File: config.mk
export PLATFORM = sky130hd
export DESIGN_NAME = uart_echo_tester_flat
export DESIGN_NICKNAME = d
export VERILOG_FILES = /design/src/rtl/uart_echo_tester_if.sv /design/src/rtl/uart_echo_tester.sv /design/src/flat_wrapper.sv
export SDC_FILE = /design/constraint.sdc
export NUM_CORES = 1
export LEC_CHECK = 0
export CAP_MARGIN = 20
export CORE_MARGIN = 2
export CORE_UTILIZATION = 45
export DETAILED_ROUTE_END_ITERATION = 10
export MAX_ROUTING_LAYER = met4
export PLACE_DENSITY = 0.64
export SETUP_SLACK_MARGIN = 0.2
export SLEW_MARGIN = 20
export SYNTH_ARGS = -nofsm -noshare
export SYNTH_HDL_FRONTEND = slang
export SYNTH_SLANG_ARGS = --single-unit
File: constraint.sdc
create_clock -name clk -period 7.5 [get_ports clk]
set_clock_uncertainty 0.1 [all_clocks]
set_input_delay 1.875 -clock clk [delete_from_list [all_inputs] [get_ports clk]]
set_output_delay 1.875 -clock clk [all_outputs]
set_load 0.05 [all_outputs]
File: src/rtl/uart_echo_tester_if.sv
// Control/status handshake and serial lines of the UART echo tester.
// The slave modport is the tester's view; the master modport is the host/bench view.
interface uart_echo_tester_if;
  logic       start;
  logic       rx;
  logic       tx;
  logic       busy;
  logic       done;
  logic       pass;
  logic [7:0] err_count;
  logic       timeout;

  modport master (output start, rx, input tx, busy, done, pass, err_count, timeout);
  modport slave  (input start, rx, output tx, busy, done, pass, err_count, timeout);
endinterface

File: src/rtl/uart_echo_tester.sv
// UART echo tester: sends SEED, SEED+1, ... as 8N1 on tx and checks the echo on rx.
// Define UART_ECHO_TIMEOUT_EN to build the idle-receive watchdog.
module uart_echo_tester #(
  parameter int unsigned CLKS_PER_BIT   = 16,
  parameter int unsigned MSG_LEN        = 16,
  parameter logic [7:0]  SEED           = 8'h41,
  parameter int unsigned TIMEOUT_CYCLES = 4096
) (
  input logic               clk,
  input logic               rst_n,
  uart_echo_tester_if.slave bus
);
  localparam int unsigned   CW        = $clog2(CLKS_PER_BIT);
  localparam logic [CW-1:0] BIT_LAST  = CW'(CLKS_PER_BIT - 1);
  localparam logic [CW-1:0] HALF_LAST = CW'(CLKS_PER_BIT / 2 - 1);
  localparam logic [7:0]    LEN       = 8'(MSG_LEN);

  typedef enum logic [1:0] {S_IDLE, S_RUN, S_DONE}          top_state_e;
  typedef enum logic [1:0] {T_IDLE, T_START, T_DATA, T_STOP} tx_state_e;
  typedef enum logic [1:0] {R_IDLE, R_START, R_DATA, R_STOP} rx_state_e;

  top_state_e    top_state_q, top_state_d;
  tx_state_e     tx_state_q, tx_state_d;
  rx_state_e     rx_state_q, rx_state_d;
  logic [CW-1:0] tx_cnt_q, tx_cnt_d, rx_cnt_q, rx_cnt_d;
  logic [2:0]    tx_bit_q, tx_bit_d, rx_bit_q, rx_bit_d;
  logic [7:0]    tx_shift_q, tx_shift_d, rx_shift_q, rx_shift_d;
  logic [7:0]    tx_idx_q, tx_idx_d, rx_idx_q, rx_idx_d;
  logic [7:0]    err_count_q, err_count_d;
  logic          pass_q, pass_d, tx_q, tx_d;
  logic          rx_meta_q, rx_sync_q, rx_prev_q;

  logic       run_go, tx_bit_end, rx_bit_end, rx_done, rx_bad, run_last;
  logic       wd_expire, timeout_hit;
  logic [7:0] tx_idx_next, rx_idx_inc, rx_expect;

  assign run_go      = (top_state_q == S_IDLE) && bus.start;
  assign tx_bit_end  = (tx_cnt_q == BIT_LAST);
  assign rx_bit_end  = (rx_cnt_q == BIT_LAST);
  assign tx_idx_next = tx_idx_q + 8'd1;
  assign rx_idx_inc  = rx_idx_q + 8'd1;
  assign rx_expect   = SEED + rx_idx_q;
  assign rx_done     = (rx_state_q == R_STOP) && rx_bit_end;
  // A wrong data byte and a low stop bit count the same way.
  assign rx_bad      = (rx_shift_q != rx_expect) || !rx_sync_q;
  assign run_last    = rx_done && (rx_idx_inc == LEN);
  assign timeout_hit = wd_expire && !run_last;

  // ---------------- transmitter ----------------
  always_comb begin
    // NOTE: every variable gets a default first so no path leaves it unassigned (no latch).
    tx_state_d = tx_state_q;
    tx_cnt_d   = tx_cnt_q;
    tx_bit_d   = tx_bit_q;
    tx_shift_d = tx_shift_q;
    tx_idx_d   = tx_idx_q;
    if (tx_state_q != T_IDLE) tx_cnt_d = tx_bit_end ? '0 : tx_cnt_q + 1'b1;
    unique case (tx_state_q)
      T_IDLE: if (run_go) begin
        tx_state_d = T_START;
        tx_cnt_d   = '0;
        tx_idx_d   = '0;
        tx_shift_d = SEED;
      end
      T_START: if (tx_bit_end) begin
        tx_state_d = T_DATA;
        tx_bit_d   = '0;
      end
      T_DATA: if (tx_bit_end) begin
        tx_shift_d = {1'b1, tx_shift_q[7:1]};
        tx_bit_d   = tx_bit_q + 3'd1;
        if (tx_bit_q == 3'd7) tx_state_d = T_STOP;
      end
      T_STOP: if (tx_bit_end) begin
        // Back-to-back frames: the next start bit follows the stop bit directly.
        if (tx_idx_next < LEN) begin
          tx_state_d = T_START;
          tx_idx_d   = tx_idx_next;
          tx_shift_d = SEED + tx_idx_next;
        end else begin
          tx_state_d = T_IDLE;
        end
      end
      default: tx_state_d = T_IDLE;
    endcase
    unique case (tx_state_d)
      T_START: tx_d = 1'b0;
      T_DATA:  tx_d = tx_shift_d[0];
      default: tx_d = 1'b1;
    endcase
  end

  // ---------------- receiver ----------------
  always_comb begin
    rx_state_d = rx_state_q;
    rx_cnt_d   = rx_cnt_q;
    rx_bit_d   = rx_bit_q;
    rx_shift_d = rx_shift_q;
    unique case (rx_state_q)
      R_IDLE: if (rx_prev_q && !rx_sync_q) begin
        rx_state_d = R_START;
        rx_cnt_d   = '0;
      end
      R_START: if (rx_cnt_q == HALF_LAST) begin
        // Still low at mid-bit: a real start bit; high means a glitch.
        rx_cnt_d   = '0;
        rx_bit_d   = '0;
        rx_state_d = rx_sync_q ? R_IDLE : R_DATA;
      end else begin
        rx_cnt_d = rx_cnt_q + 1'b1;
      end
      R_DATA: if (rx_bit_end) begin
        rx_cnt_d   = '0;
        rx_shift_d = {rx_sync_q, rx_shift_q[7:1]};
        rx_bit_d   = rx_bit_q + 3'd1;
        if (rx_bit_q == 3'd7) rx_state_d = R_STOP;
      end else begin
        rx_cnt_d = rx_cnt_q + 1'b1;
      end
      R_STOP: if (rx_bit_end) begin
        rx_cnt_d   = '0;
        rx_state_d = R_IDLE;
      end else begin
        rx_cnt_d = rx_cnt_q + 1'b1;
      end
      default: rx_state_d = R_IDLE;
    endcase
  end

  // ---------------- run control and checker ----------------
  always_comb begin
    top_state_d = top_state_q;
    rx_idx_d    = rx_idx_q;
    err_count_d = err_count_q;
    pass_d      = pass_q;
    unique case (top_state_q)
      S_IDLE: if (bus.start) begin
        top_state_d = S_RUN;
        rx_idx_d    = '0;
        err_count_d = '0;
        pass_d      = 1'b0;
      end
      S_RUN: begin
        if (rx_done) begin
          rx_idx_d = rx_idx_inc;
          if (rx_bad && (err_count_q != 8'hFF)) err_count_d = err_count_q + 8'd1;
        end
        if (run_last || wd_expire) begin
          top_state_d = S_DONE;
          pass_d      = (err_count_d == 8'd0) && !timeout_hit;
        end
      end
      S_DONE:  top_state_d = S_IDLE;
      default: top_state_d = S_IDLE;
    endcase
  end

  // NOTE: sequential state uses non-blocking assignments so all flops update together.
  always_ff @(posedge clk or negedge rst_n) begin
    if (!rst_n) begin
      top_state_q <= S_IDLE;
      tx_state_q  <= T_IDLE;
      rx_state_q  <= R_IDLE;
      tx_cnt_q    <= '0;
      rx_cnt_q    <= '0;
      tx_bit_q    <= '0;
      rx_bit_q    <= '0;
      tx_shift_q  <= '0;
      rx_shift_q  <= '0;
      tx_idx_q    <= '0;
      rx_idx_q    <= '0;
      err_count_q <= '0;
      pass_q      <= 1'b0;
      tx_q        <= 1'b1;
      rx_meta_q   <= 1'b1;
      rx_sync_q   <= 1'b1;
      rx_prev_q   <= 1'b1;
    end else begin
      top_state_q <= top_state_d;
      tx_state_q  <= tx_state_d;
      rx_state_q  <= rx_state_d;
      tx_cnt_q    <= tx_cnt_d;
      rx_cnt_q    <= rx_cnt_d;
      tx_bit_q    <= tx_bit_d;
      rx_bit_q    <= rx_bit_d;
      tx_shift_q  <= tx_shift_d;
      rx_shift_q  <= rx_shift_d;
      tx_idx_q    <= tx_idx_d;
      rx_idx_q    <= rx_idx_d;
      err_count_q <= err_count_d;
      pass_q      <= pass_d;
      tx_q        <= tx_d;
      rx_meta_q   <= bus.rx;
      rx_sync_q   <= rx_meta_q;
      rx_prev_q   <= rx_sync_q;
    end
  end

`ifdef UART_ECHO_TIMEOUT_EN
  localparam int unsigned WW = $clog2(TIMEOUT_CYCLES + 1);
  logic [WW-1:0] wd_q, wd_d;
  logic          timeout_q, timeout_d;

  assign wd_expire = (top_state_q == S_RUN) && (wd_q == WW'(TIMEOUT_CYCLES - 1));

  always_comb begin
    wd_d      = wd_q;
    timeout_d = timeout_q;
    if (run_go) begin
      wd_d      = '0;
      timeout_d = 1'b0;
    end else if (top_state_q == S_RUN) begin
      wd_d = rx_done ? '0 : wd_q + 1'b1;
      if (timeout_hit) timeout_d = 1'b1;
    end
  end

  always_ff @(posedge clk or negedge rst_n) begin
    if (!rst_n) begin
      wd_q      <= '0;
      timeout_q <= 1'b0;
    end else begin
      wd_q      <= wd_d;
      timeout_q <= timeout_d;
    end
  end

  assign bus.timeout = timeout_q;
`else
  logic unused_timeout_cfg;
  assign unused_timeout_cfg = (TIMEOUT_CYCLES != 0);
  assign wd_expire          = 1'b0;
  assign bus.timeout        = 1'b0;
`endif

  assign bus.tx        = tx_q;
  assign bus.busy      = (top_state_q == S_RUN);
  assign bus.done      = (top_state_q == S_DONE);
  assign bus.pass      = pass_q;
  assign bus.err_count = err_count_q;
endmodule

File: src/flat_wrapper.sv
// flat-port wrapper written by rule: the top's interface ports become plain ports
module uart_echo_tester_flat 
#(
  parameter int unsigned CLKS_PER_BIT   = 16,
  parameter int unsigned MSG_LEN        = 16,
  parameter logic [7:0]  SEED           = 8'h41,
  parameter int unsigned TIMEOUT_CYCLES = 4096
)
  (clk, rst_n, bus_start, bus_rx, bus_tx, bus_busy, bus_done, bus_pass, bus_err_count, bus_timeout);
  uart_echo_tester_if bus_i ();
  input logic clk;
  input logic rst_n;
  input wire logic [$bits(bus_i.start)-1:0] bus_start;
  input wire logic [$bits(bus_i.rx)-1:0] bus_rx;
  output wire logic [$bits(bus_i.tx)-1:0] bus_tx;
  output wire logic [$bits(bus_i.busy)-1:0] bus_busy;
  output wire logic [$bits(bus_i.done)-1:0] bus_done;
  output wire logic [$bits(bus_i.pass)-1:0] bus_pass;
  output wire logic [$bits(bus_i.err_count)-1:0] bus_err_count;
  output wire logic [$bits(bus_i.timeout)-1:0] bus_timeout;
  assign bus_i.start = bus_start;
  assign bus_i.rx = bus_rx;
  assign bus_tx = bus_i.tx;
  assign bus_busy = bus_i.busy;
  assign bus_done = bus_i.done;
  assign bus_pass = bus_i.pass;
  assign bus_err_count = bus_i.err_count;
  assign bus_timeout = bus_i.timeout;
  uart_echo_tester #(.CLKS_PER_BIT(CLKS_PER_BIT), .MSG_LEN(MSG_LEN), .SEED(SEED), .TIMEOUT_CYCLES(TIMEOUT_CYCLES)) u_core (.clk(clk), .rst_n(rst_n), .bus(bus_i));
endmodule
==> impl_metrics.ini, run 1 <==
[clock_tree]
h-tree-depth = 3
cts_hold_buf = 0
cts.clk_slew.worst_paths_ns = 0.07
tritoncts = built
cts_setup_buffers = 0
post_cts_resize_count = 0
cts-root-buf = clkbuf_8
clockBufferDepth = 2
clock_latency_ns = 0.34
cts_buffers = 9
clock-sinks = 65

[routing]
first_iter_violations = 94
drc = 0
avgRoutedWirePerCell_um = 14.3
vias = 3009
routed_wl_um = 7640
routed_via_density = 5.61
drtAntennaViolNets = 0
firstDrtPassIters = 4

[synthesis]
synth_xor_area_frac = 0.0540
synthArstFlopShare = 1.00
postSynthAreaPerCell_um2 = 9.22
yosys-top-cells-area = dfrtp_1, nand2_1, mux2_2
synth_top_area_frac = 0.394
yosysUniqueCellTypes = 59
yosysSeqAreaShare = 0.421
synth_area_um2 = 3870
yosys.area.top_type = dfrtp_1
synth_top_family_by_area = simple AND/OR/NAND/NOR gates
synth_simple_gate_area_share = 0.207
synth_mux_area_frac = 0.0624
syn_nets = 439
yosysWarnings = 0
synthCells = 420
synth_ff_type = dfrtp_1
synth_edf_count = 0
ys_seq_elements = 65
yosys-top-cells-count = dfrtp_1, nand2_1, nor2_1, o21ai_0, nand3_1
synth_compound_area_frac = 0.173
synth_fa_ha_area_frac = 0.0485
synth_most_common_cell = dfrtp_1

[timing]
slew_viol_final = 0
holdWs_ns = 0.247
finalSetupViolCount = 0
maxSlewHeadroom = 0.446
fmax_ghz = 0.245
tightestPinTransition_ns = 0.831
min_period_ns = 4.08
report.final.hold_viol_count = 0
final.period_utilization = 0.543
setup_tns_ns = 0
rsz0062_at_grt = false

[die]
core_area_um2 = 8300
num_rows = 33
io_pins = 17
die_area_um2 = 9360
die_w_um = 96.8
die_h_um = 96.8
initial_core_util = 0.467

[power]
power_leakage_nw = 1.82
irDropWorstVdd_v = 0.000172
total_power_w = 0.00111
powerDensity_nw_per_um2 = 258

[setup_path]
start_kind = flip-flop
end_kind = output port
critical_path_class = reg -> out
cp.required_ns = 5.53
cp.arrival_ns = 2.10
path_max_fanout = 14

[worst_hold_path]
hp-class = reg -> reg

[layout]
finalNetCount = 445
areaGrowthSynthToFinish_pct = 10.7
diodes = 0
final_layout_size_suffix_gt1_frac = 0.111
final_util = 0.517

[global_routing]
antenna_found_initial = 0
overflow = 0
grt_usage = 0.176
grt_pass1_wl_um = 13400
grt_pass1_vias = 2822
grt_max_degree = 66

[placement]
place.gp.congestion = 0.806
portBuffers = 15
dp_hpwl_um = 5190

[run]
cap_viol_max_count = 0

[outcome]
status = completed
[logic make-up after synthesis]
| family | Yosys count |
|---|---|
| AND/OR/NAND/NOR | 167 |
| AO/OA/AOI/OAI | 98 |
| multiplexers | 22 |
| flip-flops | 65 |
| other | 1 |
| XOR/XNOR | 23 |
| buffers and inverters | 29 |
| adder cells (fa/ha/maj) | 15 |
[flip-flops by register name, summed over array words and instances, names as in the netlist, named ones only]
name	cells
u_core.tx_state_q	2
u_core.tx_cnt_q	4
u_core.bus.pass	1
u_core.rx_state_q	1
u_core.bus.tx	1
u_core.top_state_q	2
u_core.rx_bit_q	3
u_core.rx_prev_q	1
u_core.rx_meta_q	1
u_core.bus.err_count	8
u_core.rx_sync_q	1
u_core.rx_cnt_q	4
u_core.rx_shift_q	8
u_core.tx_idx_q	8
u_core.tx_bit_q	3
u_core.tx_shift_q	8
u_core.rx_idx_q	8
[metrics by stage]
step           worst slack (ns)  cells  instance area [µm²]
3_3_place_gp               3.44    520                 4060
5_1_grt                    3.29    536                 4290
6_report                   3.42    536                 4290
4_1_cts                    3.41    536                 4290
2_1_floorplan              4.12    420                 3870
3_5_place_dp               3.37    520                 4060
[cell usage in the layout, fill, tap and decap left out, types with 3 or more instances in the layout]
master and instances:
dfrtp_1 61, nand2_1 54, nor2_1 38, o21ai_0 36, nand3_1 21, mux2_2 17
ha_1 15, clkdlybuf4s50_1 14, xnor2_1 13, a22o_1 13, clkbuf_8 11, a21oi_1 10
nor3_1 9, xor2_1 9, nand2b_1 9, inv_1 8, o31ai_1 7, and3_1 6
and2_1 6, mux2i_1 5, nor2b_1 4, nand4_1 4, a21boi_0 4, dfstp_2 4
or2_2 3
[worst max-delay path: stages, from the launching register on]
cell and delay [ns]:
dfrtp_1 0.54, nand2b_1 0.27, inv_1 0.14, clkdlybuf4s50_1 0.81
[power by group]
group | internal (W) | leakage [nW] | switching (W)
Combinational | 0.000124 | 0.916 | 0.000158
Clock | 0.000206 | 0.109 | 0.000139
Sequential | 0.000408 | 0.792 | 0.0000721
Total | 0.000737 | 1.82 | 0.000369
[cell type report]
type	instances	area, µm²
tap	105	131
fill	778	4010
clock inverter	4	75.1
inverter	8	30.0
timing repair buffer	16	153
sequential	65	1630
multi-input combinational	326	2110
clock buffer	12	155
[final timing paths]
check / startpoint / cells after the start / slack (ns) / end
setup / recovery: u_core.top_state_q[1] / 3 / 3.42 / bus_busy
hold / removal: u_core.rx_meta_q / 0 / 0.25 / u_core.rx_sync_q
setup reg to reg: u_core.rx_idx_q[0] / 8 / 4.63 / u_core.bus.err_count[1]
hold reg to reg: u_core.rx_meta_q / 0 / 0.25 / u_core.rx_sync_q
max in group asynchronous: rst_n / 2 / 5.14 / u_core.rx_bit_q[2]
min in group asynchronous: rst_n / 2 / 1.61 / u_core.rx_shift_q[3]
[metal layers]
metal | wire length (µm) | track usage | vias up
met4 | 113 | 0.0693 | 0
li1 | - | - | 1505
met1 | 3890 | 0.245 | 1443
met5 | 0 | - | -
met3 | 215 | 0.0303 | 12
met2 | 3420 | 0.258 | 49
Power figures use the tool's default switching activity.
==> run 2: changes to the inputs <==
Settings changed: PLACE_DENSITY 0.64 to 0.67.
Clock period 7.5 ns to 3.45 ns, I/O delays scaled along.
==> run 2 against run 1 <==
Core utilization shrank 0.21 points. Power grew 110%. Final area shrank 0.41%. Combinational power grew 120%. Sequential cell count is the same.
==> impl_metrics.ini, run 2 (synthesis results as in run 1) <==
[clock_tree]
cts-root-buf = clkbuf_8
h-tree-depth = 3
clockBufferDepth = 2
cts.clk_slew.worst_paths_ns = 0.08
cts_buffers = 9
cts_setup_buffers = 0
clock-sinks = 65
tritoncts = built
post_cts_resize_count = 0
clock_latency_ns = 0.35
cts_hold_buf = 0

[timing]
fmax_ghz = 0.326
finalSetupViolCount = 0
tightestPinTransition_ns = 0.693
maxSlewHeadroom = 0.537
slew_viol_final = 0
setup_tns_ns = 0
rsz0062_at_grt = false
min_period_ns = 3.07
report.final.hold_viol_count = 0
final.period_utilization = 0.890

[setup_path]
start_kind = flip-flop
end_kind = output port
cp.required_ns = 2.49
path_cells = nand2b_1 -> inv_1 -> clkdlybuf4s50_1
path_max_fanout = 14
critPathSlowestCell = clkdlybuf4s50_1
slowest_delay_ns = 0.82
cp.arrival_ns = 2.11
critical_path_class = reg -> out

[layout]
areaGrowthSynthToFinish_pct = 10.3
mostFrequentLayoutCells = dfrtp_1, nand2_1, nor2_1
fillerInstances = 768
design_area_um2 = 4270
diodes = 0
mostFrequentLayoutCell = dfrtp_1
finalNetCount = 447
final_layout_size_suffix_gt1_frac = 0.115
fin_cells = 538

[global_routing]
overflow = 0
grt_max_degree = 31
antenna_found_initial = 0
grt_pass1_wl_um = 13500
grt_pass1_vias = 2852
top_usage_layer = met2
use_met3 = 0.0499
met2_usage = 0.278
grt_usage = 0.178
grt_use_met1 = 0.236

[routing]
vias = 3018
drtAntennaViolNets = 0
routed_via_density = 5.61
avgRoutedWirePerCell_um = 14.3
first_iter_violations = 152
routed_wl_um = 7670
drc = 0
firstDrtPassIters = 5

[power]
powerDensity_nw_per_um2 = 541
power_leakage_nw = 1.82
irDropWorstVdd_v = 0.000318

[die]
core_area_um2 = 8300
io_pins = 17
num_rows = 33
die_h_um = 96.8
die_area_um2 = 9360
initial_core_util = 0.467
die_w_um = 96.8

[run]
cap_viol_max_count = 0

[outcome]
status = completed

[placement]
portBuffers = 15
place_area_um2 = 4070
place.gp.congestion = 0.817
dp_hpwl_um = 5480
dp_cells = 522

[worst_hold_path]
hp-class = reg -> reg
[run 2: worst max-delay path: cells and delay by family (launching register included)]
family / cells / cell delay [ns]
buffers and inverters: 2 / 0.96
flip-flops: 1 / 0.54
AND/OR/NAND/NOR: 1 / 0.26
[run 2: metal layers]
metal	wire, µm	up-vias
met5	0	-
met4	37	0
met3	265	4
met2	3650	48
met1	3710	1462
li1	-	1504
[run 2: layout make-up]
| cell class | count | area (µm²) | share of cell area |
|---|---|---|---|
| tap | 105 | 131 | 0.0308 |
| inverter | 8 | 30.0 | 0.00703 |
| sequential | 65 | 1630 | 0.382 |
| multi-input combinational | 326 | 2110 | 0.495 |
| timing repair buffer | 18 | 168 | 0.0393 |
| clock inverter | 5 | 56.3 | 0.0132 |
| clock buffer | 11 | 141 | 0.0331 |
[run 2: path summary, 6_finish.rpt]
check                                       from                 endpoint  slack [ns]  depth (start not counted)
hold / removal                  u_core.rx_meta_q         u_core.rx_sync_q        0.26                          0
setup / recovery           u_core.top_state_q[1]                 bus_busy        0.38                          3
setup reg to reg              u_core.rx_idx_q[0]  u_core.bus.err_count[0]        0.64                          8
min in group asynchronous                  rst_n     u_core.tx_shift_q[4]        0.31                          1
hold reg to reg                 u_core.rx_meta_q         u_core.rx_sync_q        0.26                          0
max in group asynchronous                  rst_n         u_core.rx_prev_q        2.20                          2
[run 2: through the flow]
stage	total power (W)	utilization	worst slack, ns	hold WS (ns)
after floorplan	0.00152	-	0.808	0.245
after global placement	0.00164	0.491	0.391	0.246
after detailed placement	0.00168	0.491	0.305	0.248
after CTS	0.00233	0.515	0.350	0.257
after global routing	0.00250	0.515	0.268	0.260
final	0.00231	0.515	0.379	0.256
[run 2: report_power, final]
group / switching [W] / internal [W] / leakage (nW)
Sequential: 0.000160 / 0.000886 / 0.792
Clock: 0.000298 / 0.000352 / 0.0993
Combinational: 0.000341 / 0.000271 / 0.925
==> run 3: changes to the inputs <==
Settings changed: ABC_AREA set to 1, REMOVE_ABC_BUFFERS set to 1, SLEW_MARGIN 20 to not set.
==> run 3 against run 2 <==
Final area decreased by 1.9%. Synthesized area decreased by 4.5%. Global-route usage increased by 0.80 points. Register-to-register slack improved by 0.40 ns. Wire length decreased by 6.2%. Sequential cell count unchanged. Synthesized cell count increased by 10%. Sequential share of layout area increased by 0.74 points. Worst setup slack improved by 0.10 ns. Clock power increased by 17%. Die area decreased by 4.3%. Largest cell class unchanged. Highest routed layer unchanged.
==> impl_metrics.ini, run 3 <==
[layout]
diodes = 0
mostFrequentLayoutCells = nand2_1, dfrtp_1, inv_1
areaGrowthSynthToFinish_pct = 13.3
fillerInstances = 777
fin_cells = 596
final_layout_size_suffix_gt1_frac = 0.116
finalNetCount = 505
final_util = 0.518
multi_input_area_um2 = 1790
ff_latch_area_um2 = 1630
mostFrequentLayoutCell = nand2_1

[synthesis]
synthCells = 463
synthArstFlopShare = 1.00
postSynthAreaPerCell_um2 = 7.99
synth_most_common_cell = nand2_1
synth_area_um2 = 3700
yosys-top-cells-area = dfrtp_1, nand2_1, inv_1
yosysSeqAreaShare = 0.441
yosys.area.top_type = dfrtp_1
synth_top_area_frac = 0.413
synth_ff_type = dfrtp_1
yosysUniqueCellTypes = 43
yosys-top-cells-count = nand2_1, dfrtp_1, inv_1, nor2_1, o21ai_0
ys_seq_elements = 65
yosysWarnings = 0
synth_edf_count = 0

[routing]
routed_wl_um = 7190
routed_via_density = 5.06
firstDrtPassIters = 5
drtAntennaViolNets = 0
vias = 3015
avgRoutedWirePerCell_um = 12.1
first_iter_violations = 155
drc = 0

[clock_tree]
h-tree-depth = 3
cts_hold_buf = 0
post_cts_resize_count = 0
cts_buffers = 9
clock-sinks = 65
cts-root-buf = clkbuf_8
cts.clk_slew.worst_paths_ns = 0.07
clockBufferDepth = 2
tritoncts = built
clock_latency_ns = 0.34
cts_setup_buffers = 0

[timing]
rsz0062_at_grt = false
fmax_ghz = 0.337
tightestPinTransition_ns = 0.818
setup_tns_ns = 0
report.final.hold_viol_count = 0
finalSetupViolCount = 0
min_period_ns = 2.97
slew_viol_final = 0
maxSlewHeadroom = 0.454
final.period_utilization = 0.860

[setup_path]
cp.arrival_ns = 2.00
end_kind = output port
r2r_setup_slack_ns = 1.04
rr_worst_depth = 17
critical_path_class = reg -> out
start_kind = flip-flop
path_max_fanout = 10
cp.required_ns = 2.49

[global_routing]
grt_pass1_wl_um = 12800
overflow = 0
grt_pass1_vias = 2908
grt_usage = 0.186
antenna_found_initial = 0
grt_max_degree = 66

[die]
io_pins = 17
die_w_um = 94.7
initial_core_util = 0.457
num_rows = 33
core_area_um2 = 8090
die_h_um = 94.7
die_area_um2 = 8960

[worst_hold_path]
hold_depth = 0
hp-class = reg -> reg

[power]
irDropWorstVdd_v = 0.000257
power_leakage_nw = 2.08
powerDensity_nw_per_um2 = 433

[run]
cap_viol_max_count = 0

[outcome]
status = completed

[placement]
dp_hpwl_um = 5150
dp_cells = 580
portBuffers = 15
place.gp.congestion = 0.834
run 3: cell types whose count changed after synthesis, moves of 8 or more:
cell / before / now
a22o_1: 13 / 5
clkbuf_1: 16 / 2
inv_1: 8 / 60
mux2_2: 17 / 0
nand2_1: 54 / 123
nand2_2: 0 / 11
nand2b_1: 9 / 0
nand3_1: 21 / 30
xnor2_1: 13 / 2
run 3: routing by layer:
metal  global-route usage  share of wire  vias up
li1                     -              -     1549
met5                    -              0        -
met1                0.232           0.47     1399
met2                0.296           0.48       58
met4               0.0833          0.015        0
met3               0.0311          0.038        9
run 3: cell type report:
cell class	count	area share
multi-input combinational	329	0.427
sequential	65	0.389
inverter	64	0.0585
clock buffer	14	0.0412
timing repair buffer	17	0.0382
tap	105	0.0314
clock inverter	2	0.0143
run 3: worst paths after layout:
kind	from	endpoint
setup / recovery	u_core.top_state_q[1]	bus_busy
hold / removal	u_core.rx_sync_q	u_core.rx_prev_q
setup reg to reg	u_core.rx_idx_q[0]	u_core.bus.pass
hold reg to reg	u_core.rx_sync_q	u_core.rx_prev_q
max in group asynchronous	rst_n	u_core.bus.pass
min in group asynchronous	rst_n	u_core.rx_idx_q[2]
run 3: worst max-delay path: stages, from the launching register on:
cell and delay (ns):
dfrtp_1 0.36, inv_1 0.09, nand2_1 0.18, inv_2 0.21
clkdlybuf4s50_1 0.83
run 3: cells by family (layout without fill, tap and decap cells):
family	after synthesis	count (layout)	share of synthesized area
other	1	1	0.00101
xor gates and xnor gates	9	9	0.0213
AOI/OAI and AO/OA	70	70	0.116
DFF	65	65	0.441
buffers and inverters	69	97	0.0754
and+or+nand+nor	234	234	0.295
adders and majority gates	15	15	0.0507
run 3: through the flow:
stage | instance area, µm² | hold WS, ns | setup WS (ns) | power, W
floorplan | 3660 | 0.245 | 1.04 | 0.00100
global placement | 3960 | 0.245 | 0.861 | 0.00106
detailed placement | 3960 | 0.247 | 0.837 | 0.00107
CTS | 4190 | 0.257 | 0.459 | 0.00184
global route | 4190 | 0.260 | 0.373 | 0.00192
finish | 4190 | 0.259 | 0.483 | 0.00181
run 3: where the power goes:
part           total [W]  leakage (nW)  switching [W]  internal (W)
Clock           0.000760         0.117       0.000292      0.000468
Sequential      0.000822         0.743      0.0000260      0.000796
Combinational   0.000232          1.22       0.000155     0.0000779
Total            0.00181          2.08       0.000473       0.00134
